**config.mk**
```make
export PLATFORM = sky130hd
export DESIGN_NAME = msg_frame_packer
export DESIGN_NICKNAME = d
export VERILOG_FILES = /design/src/rtl/msg_frame_packer.sv
export SDC_FILE = /design/constraint.sdc
export NUM_CORES = 1
export LEC_CHECK = 0
export ABC_AREA = 1
export BUFFER_PORTS_ARGS = -buffer_cell sky130_fd_sc_hd__clkbuf_2
export CAP_MARGIN = 20
export CORE_MARGIN = 2
export CORE_UTILIZATION = 52
export DETAILED_ROUTE_END_ITERATION = 8
export GPL_ROUTABILITY_DRIVEN = 0
export PLACE_DENSITY = 0.75
export SYNTH_ARGS = -nofsm -noshare
export SYNTH_HDL_FRONTEND = slang
export SYNTH_SLANG_ARGS = --single-unit
```
**constraint.sdc**
```tcl
create_clock -name clk -period 2.6 [get_ports clk]
set_input_delay 0.13 -clock clk [delete_from_list [all_inputs] [get_ports clk]]
set_output_delay 0.13 -clock clk [all_outputs]
set_load 0.1 [all_outputs]
```
**src/rtl/msg_frame_packer.sv**
```systemverilog
// Byte-stream to parallel-frame packer: collects up to MSG_LEN bytes, pads short
// messages with PAD_BYTE and holds the finished frame behind a valid/ready handshake.
module msg_frame_packer #(
    parameter int         MSG_LEN  = 1,
    parameter logic [7:0] PAD_BYTE = 8'h00
) (
    input  logic       clk,
    input  logic       rst,
    input  logic [7:0] in_data,
    input  logic       in_valid,
    input  logic       in_last,
    output logic       in_ready,
    output logic [7:0] text_out [0:MSG_LEN-1],
    output logic [7:0] out_len,
    output logic       out_valid,
    input  logic       out_ready,
    output logic [15:0] frame_cnt
);

    typedef enum logic {
        FILL = 1'b0,
        HOLD = 1'b1
    } state_t;

    localparam logic [7:0] LAST_IDX = 8'(MSG_LEN - 1);

    state_t     state;
    state_t     state_next;
    logic [7:0] idx;
    logic [7:0] frame_buf [0:MSG_LEN-1];
    logic       accept;
    logic       close;
    logic       handoff;

    // NOTE: every signal gets a default before the case, so no path leaves one
    // unassigned and no latch is inferred.
    always_comb begin
        state_next = state;
        in_ready   = 1'b0;
        out_valid  = 1'b0;
        accept     = 1'b0;
        close      = 1'b0;
        handoff    = 1'b0;
        case (state)
            FILL: begin
                in_ready = !rst;
                accept   = in_valid && !rst;
                close    = accept && (in_last || (idx == LAST_IDX));
                if (close) state_next = HOLD;
            end
            HOLD: begin
                out_valid = !rst;
                handoff   = out_ready && !rst;
                if (handoff) state_next = FILL;
            end
            default: state_next = FILL;
        endcase
    end

    // NOTE: sequential state uses non-blocking assignments so every register
    // samples pre-edge values regardless of statement order.
    always_ff @(posedge clk) begin
        if (rst) state <= FILL;
        else     state <= state_next;
    end

    always_ff @(posedge clk) begin
        if (rst) begin
            idx       <= 8'd0;
            out_len   <= 8'd0;
            frame_cnt <= 16'd0;
            // NOTE: the frame buffer is reset explicitly because a freshly
            // reset packer must present an all-pad frame, not stale contents.
            for (int i = 0; i < MSG_LEN; i++) frame_buf[i] <= PAD_BYTE;
        end else begin
            frame_cnt <= frame_cnt + {15'd0, handoff};
            if (accept) begin
                idx <= close ? 8'd0 : idx + 8'd1;
                if (close) out_len <= idx + 8'd1;
                // Closing byte and its trailing padding land on the same edge.
                for (int i = 0; i < MSG_LEN; i++) begin
                    if (8'(i) == idx)
                        frame_buf[i] <= in_data;
                    else if (close && (8'(i) > idx))
                        frame_buf[i] <= PAD_BYTE;
                end
            end
        end
    end

    assign text_out = frame_buf;

endmodule
```
# Word level (Yosys, flattened, before mapping)
# Cells that the tools add are included.
[classes] bitwise=1 n_addsub=2 n_mux=11 n_reduce_logical=10 order_cmp=1
[op_table] cell="8-bit 2-to-1 mux" count=3
[op_table] cell="16-bit by 1-bit adder with 16-bit output" count=1
[op_table] cell="8-bit by 1-bit adder with 8-bit output (second input constant)" count=1
[op_table] cell="1-bit by 8-bit greater-than comparator with 1-bit output (first input constant)" count=1
[op_table] cell="8-bit zero test" count=1
[op_table] cell="1-bit 2-to-1 mux" count=7
[op_table] cell="1-bit logical AND" count=4
[op_table] cell="2-bit AND reduction" count=2
[op_table] cell="1-bit case mux with 2 select lines" count=1
[op_table] cell="2-bit nonzero test" count=1
[op_table] cell="1-bit zero test" count=1
[op_table] cell="1-bit logical OR" count=1
[op_table] cell="1-bit NOT" count=1
[word_totals] ff_bits=41 output_inout_bits=34 word_cells=30 inputBits=13

# Logic depth before layout (Yosys ltp)
# Gate-level depths: netlist of the first run.
[logic_depth] depth_word=7 mapped_depth=13

# Worst setup path after synthesis of the first run
# Ideal clock, no wire load.
[synth_path] path_kind="register to register" start="register frame_cnt[0]" end="register frame_cnt[10]" synth_period_minus_slack_ps=2267 required_time_ps=2477 setup_ps=123 stages_incl_launch_ff=8 slack_ps=333 t_arrival_ps=2144 cell_sequence="dfxtp_1 ha_1 ha_1 nand2_1 nor2_1 nand4_1 o21ai_0 a21oi_1"
[synth_via] elab_chain_len=1
[synth_lines] element="start, declared" line="17" source="output logic [15:0] frame_cnt"
[synth_lines] element="start signal, assigned" line="76" source="frame_cnt <= frame_cnt + {15'd0, handoff};"
[synth_lines] element="16-bit by 1-bit adder with 16-bit output" line="76"
# Every way passes these cells.
# A chain may end at the register's enable or synchronous reset.

# Worst setup path in the final report of the first run
[layout_path] start="register state" end="register frame_cnt[10]"
[layout_via] elab_chain_len=2
[layout_lines] element="start, declared" line="27" source="state_t state;"
[layout_lines] element="start signal, assigned" line="64" source="else state <= state_next;"
[layout_lines] element="1-bit 2-to-1 mux" line="44" source="case (state)"
[layout_lines] element="16-bit by 1-bit adder with 16-bit output" line="76"
# Every way passes these cells.

==> results of run 1 <==
[routing by layer]
metal	routed length, um	global-route usage
met5	0	0
met4	54	0.06383
met3	150	0.04340
met2	1997	0.3789
met1	1765	0.2525
[worst min-delay path: stages]
cell and delay (ps):
clkbuf_2 70, o21ai_0 70, nor2_1 70
[final cells by class]
class / count / area [sq um]
fillers: 323 / 1151
multi-input cells: 188 / 959.7
flip-flops and latches: 41 / 820.8
repair buffers: 47 / 237.7
inverters: 26 / 100.1
well taps: 46 / 57.56
clock buffers: 6 / 51.30
clock inverters: 2 / 37.54
[path summary, 6_finish.rpt]
| path | slack (ps) | end | depth (start not counted) |
|---|---|---|---|
| hold reg to reg | 480 | out_len[3] | 2 |
| hold / removal | 20 | text_out[5] | 3 |
| setup reg to reg | 570 | frame_cnt[10] | 9 |
| setup / recovery | 570 | frame_cnt[10] | 9 |
[cells by family (layout without fill, tap and decap cells)]
logic type	Yosys count	count (layout)
compound gates	43	43
fa+ha+maj	5	5
buf+inv	30	81
flops	41	41
xor+xnor	3	3
simple gates	137	137
[registers in the layout, indices dropped and copies added (netlist names)]
name,cells
idx,8
state,1
frame_cnt,16
out_len,8
text_out,8
[layout by cell type, fill, tap and decap left out, drive strengths merged]
cell type   n
a211oi      1
a21oi      18
buf         1
bufinv      1
clkbuf     52
clkinvlp    1
dfxtp      41
ha          5
inv        26
nand2      53
nand3      10
nand4       6
nor2       64
nor3        3
nor3b       1
o21a        1
o21ai      23
xnor2       2
xor2        1
[power by group through the flow]
stage / sequential (mW) / clock, mW / combinational [mW]
2_1_floorplan: 0.820 / 0 / 0.0758
5_1_grt: 0.666 / 0.481 / 0.278
6_report: 0.663 / 0.441 / 0.263
3_3_place_gp: 0.676 / 0 / 0.264
4_1_cts: 0.663 / 0.450 / 0.265
3_5_place_dp: 0.677 / 0 / 0.264
[stage by stage]
stage	instance area, sq um	power, mW	hold WS [ps]	instances
3_3_place_gp	2176	0.9396	379.9	348
5_1_grt	2265	1.426	33.79	356
4_1_cts	2265	1.378	13.36	356
6_report	2265	1.367	18.34	356
3_5_place_dp	2176	0.9415	386.6	348
2_1_floorplan	1903	0.8954	293.9	259
==> impl_metrics.tcl, run 1 <==
set metrics [dict create \
    cp_max_fo 5 \
    finClkSkew_ps 15.68 \
    synth_top_family_by_area "simple AND/OR/NAND/NOR gates" \
    grt_max_degree 28 \
    post_drt_via_cell_ratio 5.020 \
    rows 21 \
    cts_buffers 5 \
    die_x_um 64.50 \
    synth_area_leaders "dfxtp_1, nor2_1, nand2_1" \
    yosys.cell_count.top_type "nor2_1" \
    relSlewSlack 0.6369 \
    port_buffers 46 \
    clkLatencyLatePin_ps 350 \
    drc 0 \
    hpwl_um 2991 \
    antenna_found_initial 0 \
    pre_cts_ws_ps 595.3 \
    setup_viol 0 \
    status "completed" \
    cts-root-buf "clkbuf_4" \
    cts_sinks 41 \
    synth_cell_types 28 \
    cellPowerDensity_nw_per_um2 603.6 \
    critPathTopFamily "simple AND/OR/NAND/NOR gates" \
    ys.flop_type "dfxtp_1" \
    track_usage 0.2109 \
    p_leak_nw 1.017 \
    syn-num-nets 277 \
    path_class "register to register" \
    vias 1787 \
    synthAdderAreaFrac 0.03287 \
    cts_buffer_depth 2 \
    post-route-period-util 0.7809 \
    cp-startpoint "state" \
    critPathSlowestCell "dfxtp_1" \
    drtPass1Iterations 4 \
    r2r_start "state" \
    syn_area_sq_um 1903 \
    synth_commonest_cells "nor2_1, nand2_1, dfxtp_1" \
    cts_hold_buf 0 \
    hold_viol_final 0 \
    dieArea_sq_um 4160 \
    setup-tns-final_ps 0 \
    synthMuxAreaShare 0 \
    synth_edf_count 0 \
    ios 47 \
    synth_compound_area_frac 0.1197 \
    rsz0062_at_grt "false" \
    arrival_ps 2290 \
    gr-total-overflow 0 \
    cts-resized-gates 0 \
    switching_share 0.3264 \
    drive_gt1_frac 0.2323 \
    hp-class "primary input to register" \
    tightest_slew_ps 546.9 \
    area_growth_pct 19.00 \
    synth_top_area_cell "dfxtp_1" \
    cts_tree "done" \
    first_global_vias 1638 \
    yosysSeqAreaShare 0.4313 \
    ir_worst_vdd_v 0.0004057 \
    synth_top_area_share 0.4313 \
    die_h_um 64.50 \
    critPathLaunchType "register" \
    cts_max_level 2 \
    sequentialPowerShare 0.485 \
    min_period_ps 2030 \
    slowest_delay_ps 510 \
    max_freq_mhz 492.5 \
    clkSlewWorstSetupHoldPaths_ps 130 \
    fin_nets 327 \
    crit_buf_inv 1 \
    endpoint_kind "register" \
    synthXorXnorAreaFrac 0.01381 \
    critical_path.cell_chain "inv_1 > nor2_1 > ha_1 > ha_1 > nand2_1 > nor2_1 > nand4_1 > o21ai_0 > a21oi_1" \
    drv_cap 0 \
    switchingPower_mw 0.4462 \
    yosys_warnings 0 \
    drtIter0Drc 124 \
    wirelength_um 3966 \
    pwr-share-clk 0.323 \
    final_util 0.6630 \
    wl_per_cell_um 11.14 \
    p_comb_frac 0.192 \
    cts_setup_buffers 0 \
    intPower_mw 0.9208 \
    drv_slew 0 \
    grt_pass1_wl_um 6975 \
    initial_core_util 0.5571 \
    setup_ws_ps 569.5 \
    synth_seq_cells 41 \
    synth.avg_cell_area_sq_um 7.348 \
    ant_nets 0 \
    cp.required_ps 2860 \
    core-area_sq_um 3416 \
    netlist_instances 259 \
    holdCritStartpoint "in_data[5]" \
    async_reset_ff_frac 0 \
    synthSimpleGateAreaFrac 0.3379 \
    diodes 0 \
]
No activity file was read; power rests on OpenSTA's default activity.
==> inputs of run 2 (changes only) <==
- ABC_AREA: 1 -> 0
- clock period: 2.6 -> 2 ns (I/O delays scaled with it)
==> run 2 against run 1 <==
Net effect: via count down 8.3%; critical path type unchanged; final cell count down 16%; global-route usage down 0.18 points; largest cell class unchanged; routed wire length up 1.9%.
==> impl_metrics.tcl, run 2 <==
set metrics [dict create \
    cts_buffers 5 \
    antenna_found_initial 0 \
    synthSimpleGateAreaFrac 0.2569 \
    synth_commonest_cells "dfxtp_1, nor2_1, a21oi_1" \
    post_drt_via_cell_ratio 5.460 \
    cts_tree "done" \
    syn_area_sq_um 1866 \
    drv_cap 0 \
    relSlewSlack 0.6224 \
    first_global_vias 1525 \
    die_h_um 63.90 \
    dr_wl_met3_um 166 \
    synth_cell_types 41 \
    initial_core_util 0.5504 \
    async_reset_ff_frac 0 \
    setup-tns-final_ps 0 \
    instances_no_fill 300 \
    wl_per_cell_um 13.47 \
    synthXorXnorAreaFrac 0.07512 \
    synthMuxAreaShare 0.04292 \
    finClkSkew_ps 9.395 \
    cts_setup_buffers 0 \
    endpoint_kind "register" \
    area_growth_pct 25.75 \
    synth_top_family_by_area "simple AND/OR/NAND/NOR gates" \
    grt_pass1_wl_um 6741 \
    max_freq_mhz 566.8 \
    routedLengthMet1_um 1723 \
    highest_layer "met4" \
    core-area_sq_um 3390 \
    fill_cells 261 \
    slowest_delay_ps 480 \
    path_class "register to register" \
    tightest_slew_ps 568.7 \
    gr-total-overflow 0 \
    status "completed" \
    yosys_warnings 0 \
    ant_nets 0 \
    crit_path_frequent_cell "ha_4" \
    clkLatencyLatePin_ps 340 \
    synth_top_area_share 0.4400 \
    final_util 0.6921 \
    cts_max_level 2 \
    ios 47 \
    fin_nets 271 \
    min_period_ps 1764 \
    synth_seq_cells 41 \
    clkSlewWorstSetupHoldPaths_ps 120 \
    diodes 0 \
    dieArea_sq_um 4083 \
    rows 21 \
    netlist_instances 198 \
    top_register "frame_cnt" \
    synth.avg_cell_area_sq_um 9.422 \
    port_buffers 46 \
    critPathLaunchType "register" \
    setup_viol 0 \
    wirelength_um 4041 \
    arrival_ps 2050 \
    cts_buffer_depth 2 \
    rsz0062_at_grt "false" \
    hpwl_um 2827 \
    yosysSeqAreaShare 0.4400 \
    synth_area_leaders "dfxtp_1, nor2_1, xnor2_1" \
    die_x_um 63.90 \
    drive_gt1_frac 0.3150 \
    track_usage 0.2091 \
    post-route-period-util 0.8822 \
    critical_path.cell_chain "nor2b_4 > and2_4 > ha_4 > ha_4 > nand3_4 > or4_1 > a21oi_1" \
    drtPass1Iterations 4 \
    grt_max_degree 42 \
    yosys.cell_count.top_type "dfxtp_1" \
    synth_edf_count 0 \
    vias 1638 \
    hp-class "primary input to register" \
    drv_slew 0 \
    final_cell_mix "clkbuf_2, dfxtp_1, nor2_1, a21oi_1" \
    wl_met2_um 2036 \
    cellPowerDensity_nw_per_um2 702.3 \
    synth_compound_area_frac 0.1147 \
    drc 0 \
    synthAdderAreaFrac 0.03353 \
    cts_sinks 41 \
    ir_worst_vdd_v 0.0005918 \
    p_leak_nw 0.9732 \
    place_inst 286 \
    final_common_cell "clkbuf_2" \
    cp_max_fo 6 \
    cp.required_ps 2290 \
    syn-num-nets 216 \
    cts-root-buf "clkbuf_4" \
    hold_viol_final 0 \
    drtIter0Drc 81 \
    largest_reg_flops 16 \
    ys.flop_type "dfxtp_1" \
    critPathSlowestCell "or4_1" \
    synth_top_area_cell "dfxtp_1" \
]
## run 2: per-layer routing
| layer | global-route usage | up-vias |
|---|---|---|
| li1 | - | 811 |
| met1 | 0.2417 | 770 |
| met3 | 0.05282 | 15 |
| met2 | 0.3620 | 42 |
| met5 | 0 | - |
| met4 | 0.09239 | 0 |
## run 2: cells by family (layout without fill, tap and decap cells)
group,after synthesis,after routing
adders and majority gates,5,5
DFF,41,41
muxes,8,8
buffers and inverters,13,69
AOI/OAI and AO/OA,36,36
xor gates and xnor gates,16,16
and+or+nand+nor,79,79
## run 2: through the flow
step | hold slack (ps) | setup slack, ps | area, sq um | total power [mW]
2_1_floorplan | 243.9 | -248.3 | 1933 | 1.054
3_3_place_gp | 332.3 | 298.6 | 2201 | 1.092
3_5_place_dp | 344.8 | 245.8 | 2201 | 1.094
4_1_cts | 24.74 | 231.2 | 2346 | 1.657
5_1_grt | 37.75 | 121.9 | 2346 | 1.702
6_report | 25.70 | 235.7 | 2346 | 1.648
## run 2: power breakdown
part           switching [mW]  internal (mW)
logic                   0.187         0.0540
registers              0.0106          0.834
clock network           0.264          0.299
total                   0.461           1.19
## run 2: layout make-up
cell class | count | area, sq um | share of cell area
clock buffers | 7 | 55.05 | 0.02347
inverters | 5 | 18.77 | 0.008000
flip-flops and latches | 41 | 825.8 | 0.3520
multi-input cells | 144 | 1039 | 0.4427
well taps | 46 | 57.56 | 0.02453
repair buffers | 56 | 320.3 | 0.1365
clock inverters | 1 | 30.03 | 0.01280
## run 2: worst paths after layout
kind | slack [ps] | cells after the start | to | from
worst min register to register | 490 | 2 | out_len[1] | out_len[1]
worst max-delay path | 240 | 7 | frame_cnt[14] | state
worst max register to register | 240 | 7 | frame_cnt[14] | state
worst min-delay path | 30 | 3 | text_out[5] | in_data[5]
## run 2: timing repair
item	in CTS	in global routing
hold buffers	6	0
hold endpoints to repair	6	0
gates resized for setup	0	0
## run 2: critical path: cells and delay by family (launching register included)
family,cells,cell delay (ps)
AND/OR/NAND/NOR,4,890
flip-flops,1,400
adder cells (fa/ha/maj),2,300
AO/OA/AOI/OAI,1,120
==> inputs of run 3 (changes only) <==
--- a/constraint.sdc
+++ b/constraint.sdc
@@ -3,2 +3,2 @@
 set_output_delay 0.1 -clock clk [all_outputs]
-set_load 0.1 [all_outputs]
+set_load 0.01 [all_outputs]
==> run 3 against run 2 <==
Net effect: register-to-register slack lost 30 ps; critical path depth is the same; routed wire length shrank 4.0%; critical endpoint is now frame_cnt[8].
==> impl_metrics.tcl, run 3 (same netlist as run 2, synthesis figures left out) <==
set metrics [dict create \
    cellPowerDensity_nw_per_um2 620.7 \
    fin_nets 273 \
    cp-startpoint "state" \
    vias 1568 \
    core-area_sq_um 3390 \
    r2r_start "state" \
    endpoint_kind "register" \
    hold_viol_final 0 \
    track_usage 0.2038 \
    finClkSkew_ps 18.81 \
    post_drt_via_cell_ratio 5.192 \
    ios 47 \
    ir_worst_vdd_v 0.0004558 \
    ant_nets 0 \
    cp_max_fo 6 \
    die_x_um 63.90 \
    wl_per_cell_um 12.84 \
    setup_viol 0 \
    status "completed" \
    worstHoldPathCells 4 \
    antenna_found_initial 0 \
    first_global_vias 1451 \
    drv_cap 0 \
    cts_sinks 41 \
    regArea_sq_um 820.8 \
    largest_reg_flops 16 \
    holdCritStartpoint "out_ready" \
    post-route-period-util 0.8984 \
    area_growth_pct 22.40 \
    cts-root-buf "clkbuf_4" \
    p_leak_nw 0.9759 \
    port_buffers 46 \
    min_period_ps 1797 \
    arrival_ps 2100 \
    die_h_um 63.90 \
    hp-class "primary input to register" \
    max_freq_mhz 556.5 \
    tightest_slew_ps 464.4 \
    drv_slew 0 \
    drc 0 \
    relSlewSlack 0.6904 \
    path_class "register to register" \
    diodes 0 \
    rows 21 \
    drtPass1Iterations 5 \
    final_common_cell "clkbuf_2" \
    reg2reg_depth 7 \
    cts_buffers 5 \
    final_cell_mix "clkbuf_2, dfxtp_1, nor2_1, a21oi_1" \
    rsz0062_at_grt "false" \
    grt_max_degree 45 \
    gr-total-overflow 0 \
    hpwl_um 2612 \
    wirelength_um 3879 \
    cts_max_level 2 \
    multi_input_area_sq_um 980.9 \
    clkLatencyLatePin_ps 360 \
    top_register "frame_cnt" \
    initial_core_util 0.5504 \
    critPathLaunchType "register" \
    drtIter0Drc 122 \
    drive_gt1_frac 0.2773 \
    clkSlewWorstSetupHoldPaths_ps 130 \
    setup-tns-final_ps 0 \
    cts_tree "done" \
    finalPower_mw 1.417 \
    cts_buffer_depth 2 \
    fill_cells 271 \
    grt_pass1_wl_um 6492 \
    cp.required_ps 2310 \
    dieArea_sq_um 4083 \
    cts_setup_buffers 0 \
]
-- run 3: cell types whose count changed in the layout (fill, tap and decap cells not counted), sizes merged --
cell,delta
clkinv,+2
clkbuf,-1
dlygate4sd3,+2
bufinv,-1
-- run 3: through the flow --
stage	area, sq um	cells	utilization	worst slack, ps	hold slack, ps
global placement	2133	286	0.6294	204.6	334.7
global route	2283	302	0.6737	34.81	87.80
finish	2283	302	0.6737	203.1	63.42
detailed placement	2133	286	0.6294	171.2	337.6
floorplan	1866	198	-	41.27	243.9
CTS	2278	302	0.6722	155.4	60.66
-- run 3: per-layer routing --
| metal | vias to the layer above | GRT usage | share of wire |
|---|---|---|---|
| met1 | 709 | 0.2394 | 0.46 |
| met5 | - | 0 | 0 |
| met4 | 0 | 0.08967 | 0.0080 |
| li1 | 818 | - | - |
| met3 | 4 | 0.04577 | 0.043 |
| met2 | 37 | 0.3529 | 0.49 |
-- run 3: critical path, cell delays in order, from the launching register on --
cell and delay (ps):
dfxtp_1 340, nor2b_1 150, and2_1 160, ha_1 160, ha_1 230, nand3_2 140, or3_2 430, a21oi_1 140
-- run 3: timing repair --
item	4_1_cts	5_1_grt
setup endpoints to repair	0	2
hold buffers	8	0
hold endpoints to repair	8	0
resized for setup	0	1
-- run 3: where the power goes --
part | total [mW] | switching (mW) | leakage, nW | internal (mW)
clock network | 0.453 | 0.282 | 0.0382 | 0.172
logic | 0.122 | 0.0648 | 0.606 | 0.0572
registers | 0.842 | 0.00857 | 0.332 | 0.833
-- run 3: area by class of cell --
class,count,area share
sequential,41,0.3595
clock inverter,2,0.006027
multi-input combinational,144,0.4296
clock buffer,6,0.02247
tap,46,0.02521
inverter,5,0.008219
timing repair buffer,58,0.1490
-- run 3: worst paths after layout --
path / to / slack (ps)
setup reg to reg: frame_cnt[8] / 200
hold reg to reg: out_len[3] / 490
hold / removal: state / 60
setup / recovery: frame_cnt[8] / 200
